## src/rtl/hiscore_ram_arbiter_pkg.sv

```systemverilog
// Shared types for the hiscore work-RAM arbiter: FSM states and mux select codes.
// No logic; imported by the interface users and the arbiter top.
package hiscore_ram_arbiter_pkg;

    typedef enum logic [2:0] {
        IDLE,
        HALT,
        SETTLE,
        GRANT,
        RELEASE
    } arb_state_t;

    localparam logic ARB_SEL_CPU = 1'b0;
    localparam logic ARB_SEL_HS  = 1'b1;

    // SETTLE ends when the 8-bit counter reaches this value
    function automatic logic [7:0] settle_last(input int cycles);
        return 8'(cycles - 1);
    endfunction

endpackage

```

## src/rtl/hiscore_ram_arbiter_if.sv

```systemverilog
// Bus bundle between CPU decode, hiscore engine and work-RAM port B.
// slave = arbiter side, master = surrounding system (CPU, engine, RAM).
interface hiscore_ram_arbiter_if #(
    parameter int ADDRESSWIDTH = 10
);
    logic                    hs_req;
    logic [ADDRESSWIDTH-1:0] hs_addr;
    logic [7:0]              hs_wdata;
    logic                    hs_we;
    logic                    hs_grant;
    logic [7:0]              hs_rdata;

    logic [ADDRESSWIDTH-1:0] cpu_addr;
    logic [7:0]              cpu_wdata;
    logic                    cpu_we;
    logic [7:0]              cpu_rdata;
    logic                    cpu_halt;
    logic                    cpu_halt_ack;

    logic [ADDRESSWIDTH-1:0] ram_addr;
    logic [7:0]              ram_wdata;
    logic                    ram_we;
    logic [7:0]              ram_q;

    modport slave (
        input  hs_req, hs_addr, hs_wdata, hs_we,
        output hs_grant, hs_rdata,
        input  cpu_addr, cpu_wdata, cpu_we, cpu_halt_ack,
        output cpu_rdata, cpu_halt,
        output ram_addr, ram_wdata, ram_we,
        input  ram_q
    );

    modport master (
        output hs_req, hs_addr, hs_wdata, hs_we,
        input  hs_grant, hs_rdata,
        output cpu_addr, cpu_wdata, cpu_we, cpu_halt_ack,
        input  cpu_rdata, cpu_halt,
        input  ram_addr, ram_wdata, ram_we,
        output ram_q
    );
endinterface

```

## src/rtl/hiscore_ram_arbiter.sv

```systemverilog
// Purpose: hands the work-RAM port from the CPU to the hiscore engine after halt-ack + settle.
// Latency: req->halt 1 clk, ack->grant SETTLE_CYCLES+1 clk, req drop->grant 0 1 clk / halt 0 2 clk.
// Backpressure: CPU is stalled via cpu_halt; optional grant timeout under HISCORE_ARB_TIMEOUT_EN.
module hiscore_ram_arbiter
    import hiscore_ram_arbiter_pkg::*;
#(
    parameter int ADDRESSWIDTH   = 10,
    parameter int SETTLE_CYCLES  = 4,
    parameter int TIMEOUT_CYCLES = 2**20
) (
    input  logic                 i_clk,
    input  logic                 i_reset_n,
    hiscore_ram_arbiter_if.slave io_bus,
    output logic                 o_blocked_wr,
    output logic                 o_timeout
);

    localparam logic [7:0] SETTLE_LAST = settle_last(SETTLE_CYCLES);

    arb_state_t              r_state;
    arb_state_t              w_state_nxt;
    logic [7:0]              r_cnt;
    logic [7:0]              w_cnt_nxt;
    logic                    r_blocked_wr;
    logic                    w_grant;
    logic                    w_sel;
    logic                    w_req_ok;
    logic                    w_tmo_hit;
    logic [ADDRESSWIDTH-1:0] w_ram_addr;

`ifdef HISCORE_ARB_TIMEOUT_EN
    localparam int TW = $clog2(TIMEOUT_CYCLES) + 1;

    logic [TW-1:0] r_tcnt;
    logic          r_timeout;
    logic          r_need_low;

    assign w_tmo_hit = (r_state == GRANT) && (r_tcnt == TW'(TIMEOUT_CYCLES - 1));
    // after a forced release the engine must drop its request before it can win again
    assign w_req_ok  = io_bus.hs_req && !r_need_low;
    assign o_timeout = r_timeout;

    always_ff @(posedge i_clk or negedge i_reset_n) begin
        if (!i_reset_n) begin
            r_tcnt     <= '0;
            r_timeout  <= 1'b0;
            r_need_low <= 1'b0;
        end else begin
            if (r_state != GRANT)
                r_tcnt <= '0;
            else if (r_tcnt != '1)
                r_tcnt <= r_tcnt + TW'(1);
            if (w_tmo_hit)
                r_timeout <= 1'b1;
            if (w_tmo_hit)
                r_need_low <= 1'b1;
            else if (!io_bus.hs_req)
                r_need_low <= 1'b0;
        end
    end
`else
    assign w_tmo_hit = 1'b0;
    assign w_req_ok  = io_bus.hs_req;
    assign o_timeout = (TIMEOUT_CYCLES < 0);
`endif

    always_ff @(posedge i_clk or negedge i_reset_n) begin
        if (!i_reset_n) begin
            r_state      <= IDLE;
            r_cnt        <= '0;
            r_blocked_wr <= 1'b0;
        end else begin
            r_state <= w_state_nxt;
            r_cnt   <= w_cnt_nxt;
            if (w_grant && io_bus.cpu_we)
                r_blocked_wr <= 1'b1;
        end
    end

    always_comb begin
        w_state_nxt = r_state;
        w_cnt_nxt   = r_cnt;
        case (r_state)
            IDLE: begin
                if (w_req_ok)
                    w_state_nxt = HALT;
            end
            HALT: begin
                if (!io_bus.hs_req) begin
                    w_state_nxt = RELEASE;
                end else if (io_bus.cpu_halt_ack) begin
                    w_state_nxt = SETTLE;
                    w_cnt_nxt   = '0;
                end
            end
            SETTLE: begin
                if (!io_bus.hs_req)
                    w_state_nxt = RELEASE;
                else if (r_cnt == SETTLE_LAST)
                    w_state_nxt = GRANT;
                else
                    w_cnt_nxt = r_cnt + 8'd1;
            end
            GRANT: begin
                if (!io_bus.hs_req || w_tmo_hit)
                    w_state_nxt = RELEASE;
            end
            RELEASE: w_state_nxt = IDLE;
            default: w_state_nxt = IDLE;
        endcase
    end

    // halt stays asserted through RELEASE so the CPU never restarts mid engine cycle
    assign w_grant         = (r_state == GRANT);
    assign io_bus.hs_grant = w_grant;
    assign io_bus.cpu_halt = (r_state != IDLE);
    assign w_sel           = w_grant ? ARB_SEL_HS : ARB_SEL_CPU;

    assign w_ram_addr       = (w_sel == ARB_SEL_HS) ? io_bus.hs_addr  : io_bus.cpu_addr;
    assign io_bus.ram_addr  = w_ram_addr;
    assign io_bus.ram_wdata = (w_sel == ARB_SEL_HS) ? io_bus.hs_wdata : io_bus.cpu_wdata;
    assign io_bus.ram_we    = (w_sel == ARB_SEL_HS) ? io_bus.hs_we    : io_bus.cpu_we;

    assign io_bus.hs_rdata  = io_bus.ram_q;
    assign io_bus.cpu_rdata = io_bus.ram_q;
    assign o_blocked_wr     = r_blocked_wr;

endmodule

```

## src/flat_wrapper.sv

```systemverilog
// flat-port wrapper written by rule: the top's interface ports become plain ports
module hiscore_ram_arbiter_flat import hiscore_ram_arbiter_pkg::*;
#(
    parameter int ADDRESSWIDTH   = 10,
    parameter int SETTLE_CYCLES  = 4,
    parameter int TIMEOUT_CYCLES = 2**20
)
  (i_clk, i_reset_n, o_blocked_wr, o_timeout, io_bus_hs_req, io_bus_hs_addr, io_bus_hs_wdata, io_bus_hs_we, io_bus_hs_grant, io_bus_hs_rdata, io_bus_cpu_addr, io_bus_cpu_wdata, io_bus_cpu_we, io_bus_cpu_halt_ack, io_bus_cpu_rdata, io_bus_cpu_halt, io_bus_ram_addr, io_bus_ram_wdata, io_bus_ram_we, io_bus_ram_q);
  hiscore_ram_arbiter_if #(.ADDRESSWIDTH(ADDRESSWIDTH)) io_bus_i ();
  input  logic i_clk;
  input  logic i_reset_n;
  output logic o_blocked_wr;
  output logic o_timeout;
  input wire logic [$bits(io_bus_i.hs_req)-1:0] io_bus_hs_req;
  input wire logic [$bits(io_bus_i.hs_addr)-1:0] io_bus_hs_addr;
  input wire logic [$bits(io_bus_i.hs_wdata)-1:0] io_bus_hs_wdata;
  input wire logic [$bits(io_bus_i.hs_we)-1:0] io_bus_hs_we;
  output wire logic [$bits(io_bus_i.hs_grant)-1:0] io_bus_hs_grant;
  output wire logic [$bits(io_bus_i.hs_rdata)-1:0] io_bus_hs_rdata;
  input wire logic [$bits(io_bus_i.cpu_addr)-1:0] io_bus_cpu_addr;
  input wire logic [$bits(io_bus_i.cpu_wdata)-1:0] io_bus_cpu_wdata;
  input wire logic [$bits(io_bus_i.cpu_we)-1:0] io_bus_cpu_we;
  input wire logic [$bits(io_bus_i.cpu_halt_ack)-1:0] io_bus_cpu_halt_ack;
  output wire logic [$bits(io_bus_i.cpu_rdata)-1:0] io_bus_cpu_rdata;
  output wire logic [$bits(io_bus_i.cpu_halt)-1:0] io_bus_cpu_halt;
  output wire logic [$bits(io_bus_i.ram_addr)-1:0] io_bus_ram_addr;
  output wire logic [$bits(io_bus_i.ram_wdata)-1:0] io_bus_ram_wdata;
  output wire logic [$bits(io_bus_i.ram_we)-1:0] io_bus_ram_we;
  input wire logic [$bits(io_bus_i.ram_q)-1:0] io_bus_ram_q;
  assign io_bus_i.hs_req = io_bus_hs_req;
  assign io_bus_i.hs_addr = io_bus_hs_addr;
  assign io_bus_i.hs_wdata = io_bus_hs_wdata;
  assign io_bus_i.hs_we = io_bus_hs_we;
  assign io_bus_hs_grant = io_bus_i.hs_grant;
  assign io_bus_hs_rdata = io_bus_i.hs_rdata;
  assign io_bus_i.cpu_addr = io_bus_cpu_addr;
  assign io_bus_i.cpu_wdata = io_bus_cpu_wdata;
  assign io_bus_i.cpu_we = io_bus_cpu_we;
  assign io_bus_i.cpu_halt_ack = io_bus_cpu_halt_ack;
  assign io_bus_cpu_rdata = io_bus_i.cpu_rdata;
  assign io_bus_cpu_halt = io_bus_i.cpu_halt;
  assign io_bus_ram_addr = io_bus_i.ram_addr;
  assign io_bus_ram_wdata = io_bus_i.ram_wdata;
  assign io_bus_ram_we = io_bus_i.ram_we;
  assign io_bus_i.ram_q = io_bus_ram_q;
  hiscore_ram_arbiter #(.ADDRESSWIDTH(ADDRESSWIDTH), .SETTLE_CYCLES(SETTLE_CYCLES), .TIMEOUT_CYCLES(TIMEOUT_CYCLES)) u_core (.i_clk(i_clk), .i_reset_n(i_reset_n), .io_bus(io_bus_i), .o_blocked_wr(o_blocked_wr), .o_timeout(o_timeout));
endmodule
```

## config.mk

```make
export PLATFORM = sky130hd
export DESIGN_NAME = hiscore_ram_arbiter_flat
export DESIGN_NICKNAME = d
export VERILOG_FILES = /design/src/rtl/hiscore_ram_arbiter_pkg.sv /design/src/rtl/hiscore_ram_arbiter_if.sv /design/src/rtl/hiscore_ram_arbiter.sv /design/src/flat_wrapper.sv
export SDC_FILE = /design/constraint.sdc
export NUM_CORES = 1
export LEC_CHECK = 0
export ABC_AREA = 1
export BUFFER_PORTS_ARGS = -buffer_cell sky130_fd_sc_hd__buf_4
export CORE_MARGIN = 5
export CORE_UTILIZATION = 40
export DETAILED_ROUTE_END_ITERATION = 8
export HOLD_SLACK_MARGIN = 0.12
export MAX_ROUTING_LAYER = met4
export PLACE_DENSITY = 0.91
export SETUP_SLACK_MARGIN = 0.5
export SYNTH_ARGS = -nofsm -noshare
export SYNTH_HDL_FRONTEND = slang
export SYNTH_SLANG_ARGS = --single-unit
```

## constraint.sdc

```tcl
create_clock -name i_clk -period 1.6 [get_ports i_clk]
set_input_delay 0.16 -clock i_clk [delete_from_list [all_inputs] [get_ports i_clk]]
set_output_delay 0.16 -clock i_clk [all_outputs]
set_load 0.05 [all_outputs]
```

Word level (Yosys, flattened, before mapping) --
Cells that the tools add are included.
Word-level totals: register bits after elaboration 12, input port bits 50, logic and storage cells 38
Cells by class: add/sub/neg operators 1, equality and inequality tests 12, muxes and demuxes 16, reduce and logical (&&, ||, !) cells 6
Operators by type and width (count):
- $mux W8 | 5
- $mux W3 | 6
- $pmux W8 S2 | 1
- $ne A2 B2 Y1 const B | 6
- $pmux W3 S4 | 1
- $mux W10 | 1
- $add A8 B1 Y8 const B | 1
- $eq A8 B2 Y1 const B | 1
- $eq A3 B2 Y1 const B | 2
- $reduce_and A5 Y1 | 1
- $reduce_and A4 Y1 | 1
- $eq A3 B1 Y1 const B | 1
- $logic_not A3 Y1 | 1
- $ne A3 B2 Y1 const B | 1
- $ne A3 B3 Y1 const B | 1
- $reduce_bool A3 Y1 | 1
- $mux W1 | 2
- $reduce_bool A2 Y1 | 1
- $logic_and A1 B1 Y1 | 1

Logic depth before layout (Yosys ltp) --
Gate-level depths: netlist of run 1.
depth after elaboration 4, mapped depth 9

Least setup slack after synthesis of run 1 --
No wires, ideal clock.
path type register -> output, start point register u_core.r_state[0], end point output port io_bus_ram_we, arrival time 1.856 ns, data required time 1.440 ns, path slack -0.416 ns, cell stages (with the launch flop) 6, buffers on the path 2, cell sequence dfrtp_1 buf_6 nand2_2 nor2_4 buf_2 o21ai_0
On the way: word-level cells in the longest chain between the ends 3
RTL lines:
- from (decl) | line hiscore_ram_arbiter.sv:20 | arb_state_t r_state;
- from (signal assigned) | line hiscore_ram_arbiter.sv:73 | r_state <= w_state_nxt;
- $eq A3 B2 Y1 | line hiscore_ram_arbiter.sv:114 | assign w_grant = (r_state == GRANT);
- $mux W1 | line hiscore_ram_arbiter.sv:117 | assign w_sel = w_grant ? ARB_SEL_HS : ARB_SEL_CPU;
- $mux W1 | line hiscore_ram_arbiter.sv:122 | assign io_bus.ram_we = (w_sel == ARB_SEL_HS) ? io_bus.hs_we : io_bus.cpu_we;
- to (decl) | line flat_wrapper.sv:28 | output wire logic [$bits(io_bus_i.ram_we)-1:0] io_bus_ram_we;
No other way between the ends.

Worst setup path in the final report of run 1 --
start point register u_core.r_state[0], end point register u_core.r_cnt[5]
On the way: word-level cells in the longest chain between the ends 3, elaborated cells between the ends (all ways) 9, those cells by class eq/ne (6); mux (1); reduce/logical (2)
RTL lines:
- $eq A3 B2 Y1 or $eq A3 B1 Y1 (tied branches) | line hiscore_ram_arbiter.sv:83 | case (r_state)
- $ne A2 B2 Y1 (no source line) or $reduce_bool A2 Y1 (tied branches)
- $reduce_and A5 Y1 (no source line)
- to (signal assigned) | line hiscore_ram_arbiter.sv:74 | r_cnt <= w_cnt_nxt;
- to (decl) | line hiscore_ram_arbiter.sv:22 | logic [7:0] r_cnt;
Several ways; a longest one is shown, not always the timed one. A chain may end at the register's enable or synchronous reset.

==> results.rst, run 1 <==
.. list-table::
   :header-rows: 1

   * - Metric
     - Value
   * - Number of sinks driven by the clock tree
     - 12
   * - Residual DRC count
     - 0
   * - Antenna violations before repair
     - 0
   * - I/O pin total
     - 89
   * - Die X-Extent
     - 64.5 um
   * - Layout overhead on the synthesized area
     - 97.3%
   * - Syn Std Cell Area
     - 0.00119 mm2
   * - Fraction of the yosys area taken by sequential cells
     - 25.3%
   * - Area share of the largest cell type after synthesis
     - 31.9%
   * - Critical register-to-register path startpoint
     - u_core.r_state[0]
   * - Global routing usage on met2
     - 52.2%
   * - CTS H-tree depth
     - 1
   * - Global-route wire length before repair
     - 9280 um
   * - Worst hold path stage count
     - 3
   * - Cell taking the most area after synthesis
     - nand2_1
   * - Max-capacitance violation count
     - 0
   * - Total grt overflow
     - 0
   * - Filler-free cell count of the finished design
     - 304
   * - Routability-driven placement congestion ratio
     - 0.892
   * - Post-synth cell types
     - 20
   * - Post-detailed-routing wire length
     - 7260 um
   * - Violated checks
     - negative setup slack
   * - Most Crowded Layer GR
     - met2
   * - Overall power consumption
     - 3.17 mW
   * - Setup slack after layout
     - -188 ps
   * - Routing usage on met1
     - 30.0%
   * - Share of the clock period used by the worst path after layout
     - 112%
   * - Crit-path cells
     - buf_4 -> buf_6 -> buf_6 -> clkinv_2 -> nand3_1 -> nand2_1 -> nand3_2 -> nor2_1 -> nand2_1 -> nand2_1
   * - Number of failing hold endpoints at the final stage
     - 0
   * - Static leakage
     - 1.23 nW
   * - Wire length per cell after detailed routing
     - 23.9 um
   * - Setup slack after placement
     - 96.2 ps
   * - FF-to-FF path depth
     - 10
   * - Critical path buffers and inverters
     - 4
   * - PortBufs
     - 63
   * - Final worst clock skew
     - 7.58 ps
   * - Floorplan core area
     - 0.00281 mm2
   * - PD cells
     - 1350 mW/mm2
   * - Setup repair after global routing missed its margin
     - true
   * - Ratio of cells with drive above 1 in the final layout
     - 63.4%
   * - Number of routed nets with antenna violations
     - 0
   * - Crit-path most repeated cell
     - nand2_1
   * - Crit path kind
     - reg -> reg
   * - Nets
     - 325
   * - Worst flop-to-flop path endpoint
     - u_core.r_cnt[5]
   * - Detailed Routing Iterations Pass 1
     - 7
   * - Max Slew Vio Count
     - 0
   * - Die Outline Area
     - 0.00416 mm2
   * - Clock Latency Late Sink
     - 300 ps
   * - Critical-path top delay cell
     - dfrtp_1
   * - End point of the most critical hold path
     - u_core.o_blocked_wr
   * - Maximum fanout along the worst path
     - 5
   * - Mean instance size in the synthesized netlist
     - 5.86 um2
   * - Class of the most critical hold timing path
     - in -> reg
   * - Final Critical Period
     - 1790 ps
   * - Number of placed cells counting well taps
     - 278
   * - Final Hold Slack
     - 226 ps
   * - Cells after synthesis
     - 203
   * - Synth top area cells
     - nand2_1 (32%), dfrtp_1 (25%), buf_4 (11%)
   * - Vias/cell
     - 6.16
   * - CTS tree
     - yes
   * - Effective utilization at floorplan
     - 42.4%
   * - Global-route usage over all layers
     - 30.4%
   * - Number of storage elements in the synthesis netlist
     - 12
   * - Clock Tree Root
     - clkbuf_4
   * - Maximum clock frequency
     - 559 MHz
   * - Peak ir drop on the vdd network
     - 0.00113 V
   * - Required time at the worst-slack endpoint
     - 1840 ps
   * - Max Buffers Root-to-Sink
     - 2
   * - Reg-to-reg slack, setup
     - -190 ps
   * - Clock transition at the registers of the reported paths
     - 100 ps
   * - Via count
     - 1,874
   * - Row Count
     - 19
   * - Beginning of the worst hold path
     - io_bus_cpu_we
   * - Critical Path AT
     - 2030 ps
   * - Largest net degree at the start of global routing
     - 13
   * - Number of global-route vias before repair
     - 1,783
   * - Setup violations, final
     - 30
   * - Type of origin of the critical path
     - flip-flop
   * - Crit-path leading delay family
     - simple AND/OR/NAND/NOR gates
   * - Yosys warning total
     - 0
   * - Outcome
     - finished, violations left
   * - Die H
     - 64.5 um
   * - Crit end category
     - flip-flop
   * - Drt initial violations
     - 240
   * - Worst path max stage delay
     - 430 ps
   * - Placed wire-length estimate after detailed placement
     - 2830 um
   * - Diode insertion count for antenna repair
     - 0
   * - Met3 usage
     - 6.39%
   * - Syn nets
     - 254
   * - TritonCTS buffer count
     - 3
tightest hold or removal path: cells and delay by family:
kind / cells / cell delay [ps]
AO/OA/AOI/OAI: 1 / 180
buffers and inverters: 2 / 140
cell usage in the layout, fill, tap and decap left out, drive strengths merged:
cell type,n
inv,18
dlygate4sd3,1
o21ai,1
nor2,20
conb,1
o21bai,3
nand3,18
nand2,106
buf,86
clkinv,1
dfrtp,12
clkbuf,4
nand4,1
ha,1
worst max-delay path by stage:
stage                                  from                  end  slack, ps  depth (start not counted)
final                     u_core.r_state[0]      u_core.r_cnt[5]       -190                         10
after global routing      u_core.r_state[0]      u_core.r_cnt[4]       -260                          9
after CTS                 u_core.r_state[2]   io_bus_ram_addr[5]         40                          6
after detailed placement  u_core.r_state[1]  io_bus_ram_wdata[7]        100                          6
after global placement    u_core.r_state[1]  io_bus_ram_wdata[0]        140                          6
after floorplan           u_core.r_state[0]   io_bus_ram_addr[0]        360                          6
sequential cells by signal (all words and copies together) (netlist names):
signal               count
u_core.o_blocked_wr      1
u_core.r_state           3
u_core.r_cnt             8
cells by family after synthesis:
| logic type | Yosys count | synth area share, % |
|---|---|---|
| buf+inv | 40 | 19.8 |
| fa+ha+maj | 1 | 1.05 |
| flops | 12 | 25.3 |
| compound gates | 4 | 2.32 |
| other cells | 1 | 0.315 |
| simple gates | 145 | 51.3 |
metal layers:
layer / routed length, um / share of wire, %
met5: 0 / 0
met4: 772 / 11
met3: 918 / 13
met2: 3360 / 46
met1: 2210 / 30
power by group:
| group | switching [mW] | internal (mW) |
|---|---|---|
| logic | 1.49 | 0.980 |
| registers | 0.0691 | 0.366 |
| clock network | 0.132 | 0.139 |
synthesized netlist by cell type (all sizes together):
cell type,count
buf,22
clkinv,1
conb,1
dfrtp,12
ha,1
inv,17
nand2,106
nand3,18
nand4,1
nor2,20
o21ai,1
o21bai,3
metrics by stage:
stage / TNS, ps / util, % / area, um2
finish: -2530 / 83.6 / 2340
global route: -2980 / 83.6 / 2340
CTS: 0 / 79.3 / 2230
detailed placement: 0 / 62.6 / 1760
global placement: 0 / 62.6 / 1760
floorplan: 0 / - / 1420
timing repair:
action	CTS	global route
pin swaps	10	7
cloned	3	0
gates resized for setup	77	28
buffers inserted	15	3
hold buffers	1	0
endpoints found under the hold margin	12	0
setup endpoints to repair	33	33
area by class of cell:
class	instances	area (um2)
clock buffers	4	36.3
fillers	120	460
inverters	18	81.3
multi-input cells	151	1000
flip-flops and latches	12	300
well taps	31	38.8
repair buffers	87	877
repair inverters	1	8.76
Note: power is estimated with default switching activity, not from simulation.
==> inputs of run 2 (changes only) <==
- TNS_END_PERCENT: unset -> 5
==> results.rst, run 2 (synthesized netlist as in run 1, its figures left out) <==
.. list-table::
   :header-rows: 1

   * - Metric
     - Value
   * - Die H
     - 64.5 um (unchanged)
   * - Via count
     - 1,574 (-16%)
   * - Layout overhead on the synthesized area
     - 77.4%
   * - PortBufs
     - 63 (unchanged)
   * - Final worst clock skew
     - 4.97 ps (-2.61 ps)
   * - PD cells
     - 1250 mW/mm2 (-7.3%)
   * - Beginning of the worst hold path
     - io_bus_cpu_we
   * - Max Slew Vio Count
     - 0 (unchanged)
   * - Vias/cell
     - 5.45 (-12%)
   * - Post-detailed-routing wire length
     - 5030 um (-31%)
   * - Routability-driven placement congestion ratio
     - 0.846 (-5.2%)
   * - Crit path kind
     - reg -> out
   * - Number of routed nets with antenna violations
     - 0 (unchanged)
   * - Drt initial violations
     - 128 (-47%)
   * - Nets
     - 310 (-4.6%)
   * - Peak ir drop on the vdd network
     - 0.000739 V (-35%)
   * - Worst path max stage delay
     - 420 ps (about the same)
   * - Final Critical Period
     - 1700 ps (-84.1 ps)
   * - Type of origin of the critical path
     - flip-flop
   * - TritonCTS buffer count
     - 3 (unchanged)
   * - Number of placed cells counting well taps
     - 278 (unchanged)
   * - CTS H-tree depth
     - 1 (unchanged)
   * - Clock Latency Late Sink
     - 280 ps (-20 ps)
   * - Violated checks
     - negative setup slack
   * - Die X-Extent
     - 64.5 um (unchanged)
   * - Clock transition at the registers of the reported paths
     - 80 ps (-20 ps)
   * - Floorplan core area
     - 0.00281 mm2 (unchanged)
   * - Total grt overflow
     - 0 (unchanged)
   * - Antenna violations before repair
     - 0 (unchanged)
   * - Largest register FFs
     - 8 (unchanged)
   * - Share of the clock period used by the worst path after layout
     - 107% (-5.3 points)
   * - Required time at the worst-slack endpoint
     - 1440 ps (-400 ps)
   * - Detailed Routing Iterations Pass 1
     - 5 (-2)
   * - Critical path buffers and inverters
     - 3 (-1)
   * - Number of sinks driven by the clock tree
     - 12 (unchanged)
   * - Crit-path leading delay family
     - simple AND/OR/NAND/NOR gates
   * - Static leakage
     - 1.11 nW (-10%)
   * - Critical-path top delay cell
     - dfrtp_1
   * - Row Count
     - 19 (unchanged)
   * - Residual DRC count
     - 0 (unchanged)
   * - Max-capacitance violation count
     - 0 (unchanged)
   * - Most common cell after layout, fill and taps aside
     - buf_4
   * - Max Buffers Root-to-Sink
     - 2 (unchanged)
   * - Setup repair after global routing missed its margin
     - true
   * - Fin area
     - 0.00211 mm2 (-10%)
   * - Filler-free cell count of the finished design
     - 289 (-4.9%)
   * - Ratio of cells with drive above 1 in the final layout
     - 57.4% (-6.0 points)
   * - Setup violations, final
     - 20 (-33%)
   * - Setup slack after layout
     - -104 ps (+84.1 ps)
   * - Critical register-to-register path startpoint
     - u_core.r_state[1]
   * - DP Area
     - 0.00176 mm2 (unchanged)
   * - Global-route usage over all layers
     - 23.1% (-7.3 points)
   * - Maximum clock frequency
     - 587 MHz (+4.9%)
   * - Number of global-route vias before repair
     - 1,470 (-18%)
   * - Largest net degree at the start of global routing
     - 13 (unchanged)
   * - Placed wire-length estimate after detailed placement
     - 2890 um (+1.9%)
   * - Class of the most critical hold timing path
     - in -> reg
   * - Overall power consumption
     - 2.65 mW (-17%)
   * - Highest-count cells in the layout ignoring fill and taps
     - buf_4 (52), nand2_1 (51), nand2_2 (32), nand2_4 (23)
   * - Diode insertion count for antenna repair
     - 0 (unchanged)
   * - I/O pin total
     - 89 (unchanged)
   * - Wire length per cell after detailed routing
     - 17.4 um (-27%)
   * - Global-route wire length before repair
     - 7260 um (-22%)
   * - Effective utilization at floorplan
     - 42.4% (unchanged)
   * - Register containing the most flip-flops in the final layout
     - u_core.r_cnt
   * - Clock Tree Root
     - clkbuf_4
   * - Maximum fanout along the worst path
     - 8 (+3)
   * - Crit-path cells
     - nand2_2 -> nor2_4 -> buf_12 -> buf_12 -> nand2_2 -> nand2_4 -> buf_8
   * - Crit end category
     - primary output
   * - Die Outline Area
     - 0.00416 mm2 (unchanged)
   * - Outcome
     - finished, violations left
   * - Critical Path AT
     - 1540 ps (-490 ps)
   * - Number of failing hold endpoints at the final stage
     - 0 (unchanged)
   * - Start point of the critical path
     - u_core.r_state[1]
   * - CTS tree
     - yes
-- run 2: cell type report --
cell class	count	area, um2
Timing Repair Buffer	72	701
Sequential cell	12	302
Multi-Input combinational cell	151	942
Timing Repair inverter	1	6.26
Fill cell	167	697
Inverter	18	82.6
Clock buffer	4	36.3
Tap cell	31	38.8
-- run 2: repair_timing --
action	CTS	global route
setup buffers	4	0
gates cloned	2	0
resized for setup	43	24
hold endpoints to repair	12	0
setup endpoints to repair	33	33
hold buffers	1	0
pin swaps	1	8
-- run 2: worst paths after layout --
kind	depth (start not counted)	slack [ps]	to
setup / recovery	7	-100	io_bus_ram_wdata[3]
hold / removal	3	210	u_core.o_blocked_wr
setup reg to reg	7	110	u_core.r_cnt[1]
hold reg to reg	2	510	u_core.r_cnt[7]
max in group asynchronous	2	1170	u_core.r_cnt[0]
min in group asynchronous	2	260	u_core.r_cnt[1]
-- run 2: metrics by stage --
stage | hold WS [ps] | util (%) | setup WS [ps] | setup TNS [ps]
after floorplan | -136 | - | 361 | 0
after global placement | 9.10 | 62.6 | 157 | 0
after detailed placement | 9.56 | 62.6 | 114 | 0
after CTS | 189 | 72.2 | 42.1 | 0
after global routing | 218 | 75.2 | -123 | -1890
final | 211 | 75.2 | -104 | -1330
-- run 2: worst reg2reg max path, delay by kind of cell, from the launching register on --
family / cells / cell delay, ps
buf+inv: 1 / 190
flops: 1 / 430
simple gates: 6 / 770
-- run 2: where the power goes --
| part | internal (mW) | leakage, nW | switching (mW) |
|---|---|---|---|
| clock network | 0.139 | 0.0210 | 0.112 |
| registers | 0.368 | 0.158 | 0.0800 |
| logic | 0.727 | 0.927 | 1.22 |
-- run 2: metal layers --
| layer | share of wire (%) | vias up | track usage, % |
|---|---|---|---|
| li1 | - | 709 | - |
| met1 | 35 | 723 | 24.2 |
| met2 | 53 | 123 | 41.8 |
| met3 | 10 | 19 | 5.35 |
| met4 | 2.6 | 0 | 9.23 |
| met5 | 0 | - | - |
